===== src/rtl/lb_uart_rx_gen2_if.sv =====
// Signal bundle for lb_uart_rx_gen2: serial line, per-frame configuration and held-frame handshake.
// The receiver uses the master modport; the consumer/driver side uses slave.
interface lb_uart_rx_gen2_if #(
    parameter int DATA_MAX = 9,
    parameter int BAUD_W   = 20
);
    logic [BAUD_W-1:0]   baud_value;
    logic [3:0]          data_len;
    logic                parity_en;
    logic                odd_n_even;
    logic                stop2;
    logic                cs;
    logic                rx;
    logic                rx_ready;
    logic [DATA_MAX-1:0] data_out;
    logic                rx_valid;
    logic                parity_err;
    logic                stop_err;
    logic                break_det;
    logic                overrun_err;
    logic                busy;

    modport master (
        input  baud_value, data_len, parity_en, odd_n_even, stop2, cs, rx, rx_ready,
        output data_out, rx_valid, parity_err, stop_err, break_det, overrun_err, busy
    );

    modport slave (
        output baud_value, data_len, parity_en, odd_n_even, stop2, cs, rx, rx_ready,
        input  data_out, rx_valid, parity_err, stop_err, break_det, overrun_err, busy
    );
endinterface


===== src/rtl/lb_uart_rx_gen2.sv =====
// UART receiver with per-frame latched configuration and a single held-frame output register.
// Define UART_RX_MAJORITY_EN to decide each bit by 2-of-3 vote around the nominal sample.
module lb_uart_rx_gen2 #(
    parameter int DATA_MAX = 9,
    parameter int BAUD_W   = 20
) (
    input  logic              clk,
    input  logic              reset,
    lb_uart_rx_gen2_if.master bus
);
    typedef enum logic [2:0] {IDLE, START, DATA, PARITY, STOP} state_t;

    localparam logic [3:0] LEN_MAX = 4'(DATA_MAX);

    state_t              r_state;
    logic [1:0]          r_sync;
    logic                r_rxPrev;
    logic [BAUD_W-1:0]   r_cnt;
    logic [BAUD_W-1:0]   r_baud;
    logic [BAUD_W-1:0]   r_half;
    logic [3:0]          r_len;
    logic [3:0]          r_bitIdx;
    logic                r_parEn;
    logic                r_odd;
    logic                r_stop2;
    logic                r_stopIdx;
    logic [DATA_MAX-1:0] r_data;
    logic                r_parAcc;
    logic                r_allZero;
    logic                r_sErr;
    logic                r_brk;
    logic                r_commit;

    logic [DATA_MAX-1:0] r_dout;
    logic                r_valid;
    logic                r_pErrOut;
    logic                r_sErrOut;
    logic                r_brkOut;
    logic                r_ovr;

    logic                w_rx;
    logic                w_nominal;
    logic                w_bitEvt;
    logic                w_bitVal;
    logic                w_start;
    logic [BAUD_W-1:0]   w_target;
    logic [3:0]          w_lenClamp;

    assign w_rx       = r_sync[1];
    assign w_target   = (r_state == START) ? r_half : r_baud;
    assign w_nominal  = (r_state != IDLE) && (r_cnt == w_target);
    assign w_start    = bus.cs && r_rxPrev && !w_rx;
    assign w_lenClamp = (bus.data_len < 4'd5)     ? 4'd5    :
                        (bus.data_len > LEN_MAX)  ? LEN_MAX : bus.data_len;

`ifdef UART_RX_MAJORITY_EN
    // The vote needs the sample one cycle after nominal, so bit decisions land one cycle late.
    logic [1:0] r_hist;
    logic       r_pend;

    always_ff @(posedge clk) begin
        if (reset) begin
            r_hist <= 2'b11;
            r_pend <= 1'b0;
        end else begin
            r_hist <= {r_hist[0], w_rx};
            r_pend <= w_nominal;
        end
    end

    assign w_bitEvt = r_pend;
    assign w_bitVal = (r_hist[1] & r_hist[0]) | (r_hist[1] & w_rx) | (r_hist[0] & w_rx);
`else
    assign w_bitEvt = w_nominal;
    assign w_bitVal = w_rx;
`endif

    always_ff @(posedge clk) begin
        if (reset) begin
            r_sync   <= 2'b11;
            r_rxPrev <= 1'b1;
        end else begin
            r_sync   <= {r_sync[0], bus.rx};
            r_rxPrev <= w_rx;
        end
    end

    // Counter restarts at every nominal sample so later samples stay exactly one bit period apart.
    always_ff @(posedge clk) begin
        if (reset) begin
            r_state   <= IDLE;
            r_cnt     <= '0;
            r_baud    <= '0;
            r_half    <= '0;
            r_len     <= 4'd0;
            r_bitIdx  <= 4'd0;
            r_parEn   <= 1'b0;
            r_odd     <= 1'b0;
            r_stop2   <= 1'b0;
            r_stopIdx <= 1'b0;
            r_data    <= '0;
            r_parAcc  <= 1'b0;
            r_allZero <= 1'b0;
            r_sErr    <= 1'b0;
            r_brk     <= 1'b0;
            r_commit  <= 1'b0;
        end else begin
            r_commit <= 1'b0;
            if (r_state != IDLE) begin
                r_cnt <= w_nominal ? BAUD_W'(1) : r_cnt + 1'b1;
            end
            case (r_state)
                IDLE: begin
                    if (w_start) begin
                        r_state   <= START;
                        r_cnt     <= BAUD_W'(1);
                        r_baud    <= bus.baud_value;
                        r_half    <= bus.baud_value >> 1;
                        r_len     <= w_lenClamp;
                        r_parEn   <= bus.parity_en;
                        r_odd     <= bus.odd_n_even;
                        r_stop2   <= bus.stop2;
                        r_bitIdx  <= 4'd0;
                        r_stopIdx <= 1'b0;
                        r_data    <= '0;
                        r_parAcc  <= 1'b0;
                        r_allZero <= 1'b1;
                        r_sErr    <= 1'b0;
                        r_brk     <= 1'b0;
                    end
                end
                START: begin
                    if (w_bitEvt) begin
                        r_state <= w_bitVal ? IDLE : DATA;
                    end
                end
                DATA: begin
                    if (w_bitEvt) begin
                        for (int i = 0; i < DATA_MAX; i++) begin
                            if (r_bitIdx == 4'(i)) begin
                                r_data[i] <= w_bitVal;
                            end
                        end
                        r_parAcc  <= r_parAcc ^ w_bitVal;
                        r_allZero <= r_allZero & ~w_bitVal;
                        if (r_bitIdx == r_len - 4'd1) begin
                            r_state <= r_parEn ? PARITY : STOP;
                        end else begin
                            r_bitIdx <= r_bitIdx + 4'd1;
                        end
                    end
                end
                PARITY: begin
                    if (w_bitEvt) begin
                        r_parAcc  <= r_parAcc ^ w_bitVal;
                        r_allZero <= r_allZero & ~w_bitVal;
                        r_state   <= STOP;
                    end
                end
                STOP: begin
                    if (w_bitEvt) begin
                        r_sErr <= r_sErr | ~w_bitVal;
                        if (!r_stopIdx) begin
                            r_brk <= r_allZero & ~w_bitVal;
                        end
                        if (r_stop2 && !r_stopIdx) begin
                            r_stopIdx <= 1'b1;
                        end else begin
                            r_commit <= 1'b1;
                            r_state  <= IDLE;
                        end
                    end
                end
                default: r_state <= IDLE;
            endcase
        end
    end

    // A commit that collides with an unaccepted held frame is dropped and flagged as overrun.
    always_ff @(posedge clk) begin
        if (reset) begin
            r_dout    <= '0;
            r_valid   <= 1'b0;
            r_pErrOut <= 1'b0;
            r_sErrOut <= 1'b0;
            r_brkOut  <= 1'b0;
            r_ovr     <= 1'b0;
        end else begin
            r_ovr <= 1'b0;
            if (r_commit) begin
                if (!r_valid || bus.rx_ready) begin
                    r_dout    <= r_data;
                    r_valid   <= 1'b1;
                    r_pErrOut <= r_parEn & (r_parAcc != r_odd);
                    r_sErrOut <= r_sErr;
                    r_brkOut  <= r_brk;
                end else begin
                    r_ovr <= 1'b1;
                end
            end else if (r_valid && bus.rx_ready) begin
                r_valid <= 1'b0;
            end
        end
    end

    assign bus.data_out    = r_dout;
    assign bus.rx_valid    = r_valid;
    assign bus.parity_err  = r_pErrOut;
    assign bus.stop_err    = r_sErrOut;
    assign bus.break_det   = r_brkOut;
    assign bus.overrun_err = r_ovr;
    assign bus.busy        = (r_state != IDLE);
endmodule


===== src/flat_wrapper.sv =====
// flat-port wrapper written by rule: the top's interface ports become plain ports
module lb_uart_rx_gen2_flat 
#(
    parameter int DATA_MAX = 9,
    parameter int BAUD_W   = 20
)
  (clk, reset, bus_baud_value, bus_data_len, bus_parity_en, bus_odd_n_even, bus_stop2, bus_cs, bus_rx, bus_rx_ready, bus_data_out, bus_rx_valid, bus_parity_err, bus_stop_err, bus_break_det, bus_overrun_err, bus_busy);
  lb_uart_rx_gen2_if #(.DATA_MAX(DATA_MAX), .BAUD_W(BAUD_W)) bus_i ();
  input  logic clk;
  input  logic reset;
  input wire logic [$bits(bus_i.baud_value)-1:0] bus_baud_value;
  input wire logic [$bits(bus_i.data_len)-1:0] bus_data_len;
  input wire logic [$bits(bus_i.parity_en)-1:0] bus_parity_en;
  input wire logic [$bits(bus_i.odd_n_even)-1:0] bus_odd_n_even;
  input wire logic [$bits(bus_i.stop2)-1:0] bus_stop2;
  input wire logic [$bits(bus_i.cs)-1:0] bus_cs;
  input wire logic [$bits(bus_i.rx)-1:0] bus_rx;
  input wire logic [$bits(bus_i.rx_ready)-1:0] bus_rx_ready;
  output wire logic [$bits(bus_i.data_out)-1:0] bus_data_out;
  output wire logic [$bits(bus_i.rx_valid)-1:0] bus_rx_valid;
  output wire logic [$bits(bus_i.parity_err)-1:0] bus_parity_err;
  output wire logic [$bits(bus_i.stop_err)-1:0] bus_stop_err;
  output wire logic [$bits(bus_i.break_det)-1:0] bus_break_det;
  output wire logic [$bits(bus_i.overrun_err)-1:0] bus_overrun_err;
  output wire logic [$bits(bus_i.busy)-1:0] bus_busy;
  assign bus_i.baud_value = bus_baud_value;
  assign bus_i.data_len = bus_data_len;
  assign bus_i.parity_en = bus_parity_en;
  assign bus_i.odd_n_even = bus_odd_n_even;
  assign bus_i.stop2 = bus_stop2;
  assign bus_i.cs = bus_cs;
  assign bus_i.rx = bus_rx;
  assign bus_i.rx_ready = bus_rx_ready;
  assign bus_data_out = bus_i.data_out;
  assign bus_rx_valid = bus_i.rx_valid;
  assign bus_parity_err = bus_i.parity_err;
  assign bus_stop_err = bus_i.stop_err;
  assign bus_break_det = bus_i.break_det;
  assign bus_overrun_err = bus_i.overrun_err;
  assign bus_busy = bus_i.busy;
  lb_uart_rx_gen2 #(.DATA_MAX(DATA_MAX), .BAUD_W(BAUD_W)) u_core (.clk(clk), .reset(reset), .bus(bus_i));
endmodule

===== config.mk =====
export PLATFORM = sky130hd
export DESIGN_NAME = lb_uart_rx_gen2_flat
export DESIGN_NICKNAME = d
export VERILOG_FILES = /design/src/rtl/lb_uart_rx_gen2_if.sv /design/src/rtl/lb_uart_rx_gen2.sv /design/src/flat_wrapper.sv
export SDC_FILE = /design/constraint.sdc
export NUM_CORES = 1
export LEC_CHECK = 0
export BUFFER_PORTS_ARGS = -buffer_cell sky130_fd_sc_hd__buf_2
export CAP_MARGIN = 10
export CORE_ASPECT_RATIO = 1.2
export CORE_MARGIN = 3
export CORE_UTILIZATION = 58
export CTS_CLUSTER_SIZE = 16
export DETAILED_ROUTE_END_ITERATION = 8
export GPL_TIMING_DRIVEN = 0
export PLACE_DENSITY = 0.91
export SLEW_MARGIN = 5
export SYNTH_ARGS = -nofsm -noshare
export SYNTH_HDL_FRONTEND = slang
export SYNTH_SLANG_ARGS = --single-unit

===== constraint.sdc =====
create_clock -name clk -period 2.9 [get_ports clk]
set_input_delay 0.725 -clock clk [delete_from_list [all_inputs] [get_ports clk]]
set_output_delay 0.725 -clock clk [all_outputs]
set_load 0.1 [all_outputs]

==> results.md, run 1 <==
* Predominant post-synthesis flop cell: dfxtp_1
* Non-Filler Instances at 671
* Leak Pwr at 0.00192 µW
* Number of buffers added on ports at 45
* Row cnt at 33
* Crit. End Element: register
* CTS Hold Buffers Added at 0
* Initial DRC Count at 289
* Slew Viols, Final at 0
* Library cells used by synthesis at 53
* Asr flop ratio synth at 0
* I/O Pins at 47
* Clock transition at path regs at 0.09 ns
* Top cells by area, synth: dfxtp_1 41%, nand2_1 9.4%, xnor2_1 6.1%, a21oi_1 5.4%, mux2i_1 5.3%
* Avg Inst Size Synth at 8.16 µm²
* Status: finished clean
* Slew margin rel. at 0.503
* PwrDens at 492 nW/µm²
* CTS max path bufs at 2
* Root buffer cell: clkbuf_8
* Worst-path fanout max at 10
* Synth cell count leaders: 105 x nand2_1, 86 x dfxtp_1, 45 x a21oi_1, 43 x nor2_1, 29 x xnor2_1
* Filler cells at 513
* DR WL met3 at 753 µm
* Dpl ws at -0.130 ns
* Clock insertion delay at the later pin of the skew report at 0.37 ns
* M1 WL at 4100 µm
* Global-route wire length before repair at 17600 µm
* Finish-stage setup viols at 0
* Synth warn at 0
* Area share of the leading cell type in the synthesized netlist at 0.412
* Post-synth top area cell: dfxtp_1
* Worst Hold Slack at 0.418 ns
* Synthesized cell area at 4180 µm²
* Syn Nets at 550
* CP Launch Type: register
* Worst slew pin tran at 0.743 ns
* # H-tree levels at 3
* Number of global-route vias before repair at 3828
* Met2 wire len at 5650 µm
* Min-Delay Path Class: reg2reg
* Pin count of the biggest net entering global routing at 17
* Post-synthesis sequential area ratio at 0.412
* Routed vias/inst at 5.95
* Initial DRT Pass Iterations at 5
* Ant. Diodes at 0
* Routed WL at 10900 µm
* Die Y at 99.0 µm
* Area Overhead vs Synth at 16.5%
* Finished Cell Area at 4870 µm²
* Starting Density at 0.606
* Die Wd at 83.5 µm
* Worst setup margin at 0.0992 ns
* Setup CP Type: reg2reg
* Layout cells sized above 1 at 0.168
* Most frequent cell after synthesis: nand2_1
* Critical Path RT at 3.17 ns
* Placed Cells at 644
* Peak Freq at 0.357 GHz
* WL per Instance at 16.3 µm
* # nets final at 617
* Critical Path AT at 3.07 ns
* Placement Cell Area at 4510 µm²
* Clock skew at 0.00849 ns
* DP HPWL at 7770 µm
* Total grt overflow at 0
* Fin. Hold Viols at 0
* Final GP Congestion at 0.922
* Period utilization at 0.966
* Num CTS Buffers at 9
* Post-route ant nets at 0
* # DRC at 0
* Max-Cap Viols at 0
* Synth Instances at 512
* Seq cells post-synth at 86
* Die area at 8260 µm²
* Antenna violations before repair at 0
* All-Layer GR Usage at 0.265
* Vias post-DR at 3990
* Post-synth EDFFs at 0
* TritonCTS clock tree: yes
* Core area at 6900 µm²
* CTS sink cnt at 86
* VDD IR max at 0.255 mV
* Max layer used: met4
* Post-layout min period at 2.80 ns
[stage by stage]
stage               utilization  TNS (ns)  power (µW)
finish                    0.706         0        2390
CTS                       0.692         0        2370
floorplan                     -         0        1410
global route              0.706    -0.207        2470
detailed placement        0.655     -1.69        1490
global placement          0.655     -1.27        1490
[logic make-up (layout without fill, tap and decap cells)]
| logic type | Yosys count | in the layout | synth area share |
|---|---|---|---|
| AO/OA/AOI/OAI | 81 | 81 | 0.133 |
| XOR/XNOR | 40 | 40 | 0.0838 |
| adder cells (fa/ha/maj) | 6 | 6 | 0.0180 |
| buffers and inverters | 54 | 126 | 0.0548 |
| flip-flops | 86 | 86 | 0.412 |
| multiplexers | 23 | 23 | 0.0554 |
| AND/OR/NAND/NOR | 222 | 222 | 0.243 |
[area by class of cell]
type,instances,area (µm²),area share
buffer,26,126,0.0260
multi-input combinational,372,2290,0.470
clock buffer,9,124,0.0254
tap,87,109,0.0224
clock inverter,7,77.6,0.0159
sequential,86,1730,0.355
inverter,28,105,0.0216
timing repair buffer,56,309,0.0635
[routing by layer]
layer,track usage,vias to the layer above
met3,0.0460,44
met2,0.488,195
met4,0.149,0
met1,0.284,1856
met5,0,-
li1,-,1895
[worst paths after layout]
check / depth (start not counted) / from / end / slack (ns)
max: 11 / u_core.r_state[2] / u_core.r_cnt[16] / 0.1
min: 1 / u_core.r_sync[0] / u_core.r_sync[1] / 0.42
max reg2reg: 11 / u_core.r_state[2] / u_core.r_cnt[16] / 0.1
min reg2reg: 1 / u_core.r_sync[0] / u_core.r_sync[1] / 0.42
[report_power, final]
| group | switching, µW | internal (µW) |
|---|---|---|
| registers | 20.3 | 1190 |
| logic | 187 | 114 |
| clock network | 470 | 409 |
| total | 677 | 1720 |
[sequential cells by signal, indices dropped and copies added (netlist names), 2 cells and up]
register / cells
u_core.r_baud: 20
u_core.r_data: 9
u_core.bus.data_out: 9
u_core.r_cnt: 20
u_core.r_state: 3
u_core.r_bitIdx: 4
u_core.r_len: 4
u_core.r_sync: 2
[layout by cell type (no fill, tap or decap), types with 2 or more instances in the layout]
cell | synthesis | layout
nor4_4 | 0 | 2
nand4_1 | 11 | 11
nand2_1 | 105 | 105
a31oi_1 | 3 | 3
xor2_1 | 11 | 11
and3_1 | 11 | 11
clkbuf_8 | 0 | 9
buf_4 | 0 | 10
o22ai_1 | 3 | 3
o21ai_0 | 2 | 2
buf_2 | 2 | 47
a21oi_1 | 45 | 45
xnor2_1 | 29 | 28
inv_6 | 0 | 4
a211o_1 | 2 | 2
clkbuf_1 | 18 | 18
ha_1 | 6 | 6
a31o_2 | 2 | 2
nand3_1 | 18 | 18
buf_6 | 3 | 4
nand2b_1 | 2 | 2
and4_1 | 3 | 3
inv_1 | 28 | 28
or4_1 | 2 | 2
nor3_1 | 11 | 10
a221oi_1 | 3 | 3
dfxtp_1 | 86 | 83
o211ai_1 | 3 | 3
nor2b_1 | 3 | 3
nor2_1 | 43 | 43
a222oi_1 | 3 | 3
buf_1 | 2 | 2
nor4_1 | 3 | 2
dfxtp_2 | 0 | 2
mux2i_1 | 22 | 21
or2_2 | 3 | 3
[worst max-delay path, cell delays in order, from the launching register on]
cell	delay [ns]
dfxtp_2	0.38
nor3b_4	0.34
buf_6	0.18
buf_6	0.16
mux2i_4	0.25
xnor2_2	0.10
or4_1	0.54
buf_4	0.21
o31ai_4	0.17
buf_6	0.16
buf_6	0.14
nor2_1	0.05
[timing repair]
item                       4_1_cts  5_1_grt
setup endpoints to repair       29       51
setup buffers                    6        4
pin swaps                        2        1
gates cloned                     0        1
gates resized for setup          2       16
Note: power is estimated with default switching activity, not from simulation.
==> run 2, diff against run 1 <==
- CORE_MARGIN: 3 -> 2
==> run 2 against run 1 <==
  * Register-to-register slack barely moved
  * Die area fell by 4.4%
  * Count of clock-buffer cells in the layout did not move
  * Core utilization fell by 0.44 points
  * Critical path depth did not move
  * Fmax fell by 0.41%
  * Non-clock buffer count did not move
  * Design area fell by 0.62%
  * Combinational power fell by 5%
  * Clock skew barely moved
  * Cell count did not move
==> results.md, run 2 (synthesis gave the netlist of run 1 again) <==
* Combinational share of power at 0.120
* Slew margin rel. at 0.498
* Area Overhead vs Synth at 15.8%
* Layout cells sized above 1 at 0.163
* Pin count of the biggest net entering global routing at 17
* Number of buffers added on ports at 45
* Critical Path AT at 3.08 ns
* Post-route ant nets at 0
* All-Layer GR Usage at 0.282
* Die Wd at 81.5 µm
* DP HPWL at 7840 µm
* Die Y at 97.0 µm
* # DRC at 0
* Met2 wire len at 5760 µm
* Max-Cap Viols at 0
* Crit. End Element: register
* Global-route wire length before repair at 17200 µm
* Slew Viols, Final at 0
* Vias post-DR at 3942
* Clock insertion delay at the later pin of the skew report at 0.37 ns
* Clock skew at 0.00806 ns
* Most frequent cells in the layout: 105 x nand2_1, 83 x dfxtp_1, 48 x buf_2
* Routed WL at 10900 µm
* Slowest cell on crit path: or4_1
* Setup TNS at 0 ns
* Final GP Congestion at 0.956
* CP Launch Type: register
* Leak Pwr at 0.00191 µW
* Setup CP Type: reg2reg
* Filler cells at 551
* TritonCTS clock tree: yes
* Delay of the slowest critical-path stage at 0.49 ns
* Sw frac at 0.281
* Antenna violations before repair at 0
* Min-Delay Path Class: reg2reg
* WL per Instance at 16.3 µm
* Number of global-route vias before repair at 3798
* DR WL met3 at 649 µm
* P_int at 1710 µW
* # H-tree levels at 3
* Starting Density at 0.606
* Peak Freq at 0.356 GHz
* Status: finished clean
* Ant. Diodes at 0
* Initial DRC Count at 303
* PwrDens at 491 nW/µm²
* Worst slew pin tran at 0.750 ns
* Routed vias/inst at 5.87
* Initial DRT Pass Iterations at 6
* Finish-stage setup viols at 0
* Clock transition at path regs at 0.09 ns
* Root buffer cell: clkbuf_8
* M1 WL at 4070 µm
* Fin. Hold Viols at 0
* CTS max path bufs at 2
* Top Registers: u_core.r_baud: 20 flops, u_core.r_cnt: 20 flops
* Fin util at 0.702
* Number of buffers and inverters on the critical path at 5
* Worst-path fanout max at 10
* Post-layout min period at 2.81 ns
* Clk network pwr share at 0.369
* Total grt overflow at 0
* # nets final at 617
* Die area at 7900 µm²
* Row cnt at 33
* Critical path's top delay family: buffers and inverters
* Sequential power share at 0.511
* CTS sink cnt at 86
* Core area at 6900 µm²
* Commonest non-fill, non-tap cell in the layout: nand2_1
* Max layer used: met4
* Crit-path cells: nor3b_4 -> buf_6 -> buf_6 -> mux2i_4 -> xnor2_2 -> or4_1 -> buf_2 -> o31ai_4 -> buf_4 -> buf_2 -> nor2_1
* Num CTS Buffers at 9
* I/O Pins at 47
* VDD IR max at 0.297 mV
* Critical Path RT at 3.17 ns
* Period utilization at 0.970
* P_sw at 667 µW
run 2: changes by cell type in the layout (fill, tap and decap cells not counted), sizes merged:
cell	previous run	this run
inv	32	30
clkinv	1	3
run 2: worst paths after layout:
| check | cells past startpoint | start | slack [ns] | to |
|---|---|---|---|---|
| worst max-delay path | 11 | u_core.r_state[2] | 0.09 | u_core.r_cnt[11] |
| worst max register to register | 11 | u_core.r_state[2] | 0.09 | u_core.r_cnt[11] |
| worst min-delay path | 1 | u_core.r_sync[0] | 0.42 | u_core.r_sync[1] |
| worst min register to register | 1 | u_core.r_sync[0] | 0.42 | u_core.r_sync[1] |
run 2: layout make-up:
cell class	instances	area, µm²	share of cell area
well taps	87	109	0.0225
repair buffers	56	305	0.0631
clock inverters	7	80.1	0.0166
multi-input cells	372	2260	0.468
inverters	28	105	0.0217
flip-flops and latches	86	1730	0.357
plain buffers	26	124	0.0256
clock buffers	9	124	0.0256
run 2: worst register-to-register path: stages (launching register included):
cell,delay (ns)
dfxtp_2,0.39
nor3b_4,0.29
buf_6,0.16
buf_6,0.16
mux2i_4,0.26
xnor2_2,0.12
or4_1,0.49
buf_2,0.19
o31ai_4,0.21
buf_4,0.19
buf_2,0.18
nor2_1,0.06
run 2: power groups by stage:
stage	combinational (µW)	clock, µW	sequential (µW)
finish	285	878	1210
global route	311	928	1220
CTS	261	874	1210
detailed placement	251	0	1240
global placement	245	0	1240
floorplan	180	0	1230
run 2: per-layer routing:
layer | vias to the layer above | track usage
li1 | 1889 | -
met1 | 1849 | 0.308
met2 | 163 | 0.506
met3 | 41 | 0.0513
met4 | 0 | 0.134
met5 | - | 0
run 2: timing repair:
action,4_1_cts,5_1_grt
endpoints found under the hold margin,0,0
resized for setup,1,9
setup endpoints to repair,28,58
cloned,0,1
setup buffers,4,6
hold buffers,0,0
pin swaps,1,3
run 2: stage by stage:
stage	instances	worst slack [ns]	total power, µW	hold slack (ns)	cell area, µm²
2_1_floorplan	512	0.290	1410	0.389	4180
4_1_cts	664	0.0294	2350	0.426	4760
3_5_place_dp	644	-0.141	1490	0.403	4510
3_3_place_gp	644	-0.0604	1490	0.395	4510
5_1_grt	671	-0.0128	2460	0.461	4840
6_report	671	0.0878	2380	0.420	4840
==> run 3, diff against run 2 <==
- REMOVE_ABC_BUFFERS: not set -> 1
==> run 3 against run 2 <==
  * Sequential power about the same
  * First-iteration DRC count increased by 21%
  * Worst setup slack better by 0.044 ns
  * Critical path type unchanged
  * Highest routed layer unchanged
==> results.md, run 3 (synthesis gave the netlist of run 1 again) <==
* CTS sink cnt at 86
* Antenna violations before repair at 0
* Slew Viols, Final at 0
* Most frequent cells in the layout: 105 x nand2_1, 86 x dfxtp_1, 46 x buf_2
* Num CTS Buffers at 9
* Crit. End Element: register
* Initial DRT Pass Iterations at 9
* VDD IR max at 0.319 mV
* Period utilization at 0.955
* Area Overhead vs Synth at 14.5%
* Clock skew at 0.0157 ns
* Max layer used: met4
* Row cnt at 33
* Routed WL at 10100 µm
* Most frequent CP cell: nor2_1
* Routed vias/inst at 5.92
* Die area at 7900 µm²
* Initial DRC Count at 366
* Finish-stage setup viols at 0
* Post-route ant nets at 0
* Met2 wire len at 5130 µm
* Setup CP Type: reg2reg
* Worst slew pin tran at 0.965 ns
* Worst-path fanout max at 12
* Status: finished clean
* Final GP Congestion at 0.905
* Clock transition at path regs at 0.10 ns
* PwrDens at 507 nW/µm²
* Number of buffers added on ports at 46
* WL per Instance at 15.6 µm
* # DRC at 0
* CTS Hold Buffers Added at 0
* Global-route wire length before repair at 16200 µm
* DR WL met3 at 443 µm
* Slowest cell on crit path: nor3_1
* Min-Delay Path Class: reg2reg
* Layout cells sized above 1 at 0.160
* # nets final at 596
* Die Wd at 81.5 µm
* Fin. Hold Viols at 0
* Leak Pwr at 0.00189 µW
* I/O Pins at 47
* Setup TNS at 0 ns
* Pin count of the biggest net entering global routing at 56
* Non-Filler Instances at 650
* Crit-path cells: nor3_1 -> inv_1 -> nor3_4 -> nor2_1 -> buf_6 -> o31ai_4 -> buf_4 -> nor2_1
* Root buffer cell: clkbuf_8
* M1 WL at 4240 µm
* Critical Path AT at 3.01 ns
* Filler cells at 505
* Starting Density at 0.606
* Delay of the slowest critical-path stage at 0.55 ns
* Placement Cell Area at 4410 µm²
* Worst Hold Slack at 0.415 ns
* Ant. Diodes at 0
* Number of global-route vias before repair at 3506
* Finished Cell Area at 4780 µm²
* Max-Cap Viols at 0
* # H-tree levels at 3
* Commonest non-fill, non-tap cell in the layout: nand2_1
* Clock insertion delay at the later pin of the skew report at 0.37 ns
* TritonCTS clock tree: yes
* Core area at 6900 µm²
* All-Layer GR Usage at 0.259
* Top Registers: u_core.r_baud: 20 flops, u_core.r_cnt: 20 flops
* Peak Freq at 0.361 GHz
* CP Launch Type: register
* Vias post-DR at 3849
* Post-layout min period at 2.77 ns
* Total grt overflow at 0
* Critical Path RT at 3.14 ns
* DP HPWL at 6850 µm
* CTS max path bufs at 2
* Slew margin rel. at 0.357
* Die Y at 97.0 µm
* Reg-to-reg setup timing slack at 0.13 ns
* Placed Cells at 620
[run 3: cell count changes in the layout (fill, tap and decap cells not counted), sizes merged]
cell	change
clkbuf	-19
inv	+3
buf	-3
clkinv	-3
nor3b	+1
[run 3: final cells by class]
class	count	area, µm²	area share
Multi-Input combinational cell	373	2260	0.473
Clock inverter	7	83.8	0.0175
Timing Repair Buffer	60	377	0.0787
Tap cell	87	109	0.0228
Clock buffer	9	124	0.0259
Sequential cell	86	1720	0.360
Inverter	28	105	0.0220
[run 3: per-layer routing]
layer,GRT usage,up-vias
met3,0.0494,38
met4,0.121,0
met5,0,-
met1,0.318,1827
li1,-,1847
met2,0.426,137
[run 3: through the flow]
step	total power, µW	util	setup slack [ns]
final	2430	0.694	0.132
after global routing	2500	0.694	-0.000587
after CTS	2360	0.682	0.0774
after detailed placement	1470	0.639	-0.747
after global placement	1460	0.637	-2.09
after floorplan	1390	-	-1.33
[run 3: repair_timing]
item	in CTS	in global routing
endpoints found under the setup margin	42	33
pin swaps	1	2
resized for setup	3	2
setup buffers	5	7
cloned	1	0
[run 3: worst max-delay path, delay by kind of cell (launching register included)]
family | cells | cell delay (ns)
flops | 1 | 0.44
buf+inv | 3 | 0.74
compound gates | 1 | 0.08
simple gates | 4 | 1.38
[run 3: worst paths after layout]
path	endpoint	from	depth (start not counted)
hold / removal	u_core.r_sync[1]	u_core.r_sync[0]	1
hold reg to reg	u_core.r_sync[1]	u_core.r_sync[0]	1
setup / recovery	u_core.r_cnt[2]	u_core.r_state[2]	8
setup reg to reg	u_core.r_cnt[2]	u_core.r_state[2]	8
[run 3: power breakdown]
part	leakage, µW	total (µW)	internal (µW)	switching, µW
registers	0.000694	1210	1190	20.2
logic	0.00109	322	137	185
clock network	0.000103	891	416	475
total	0.00189	2430	1750	680
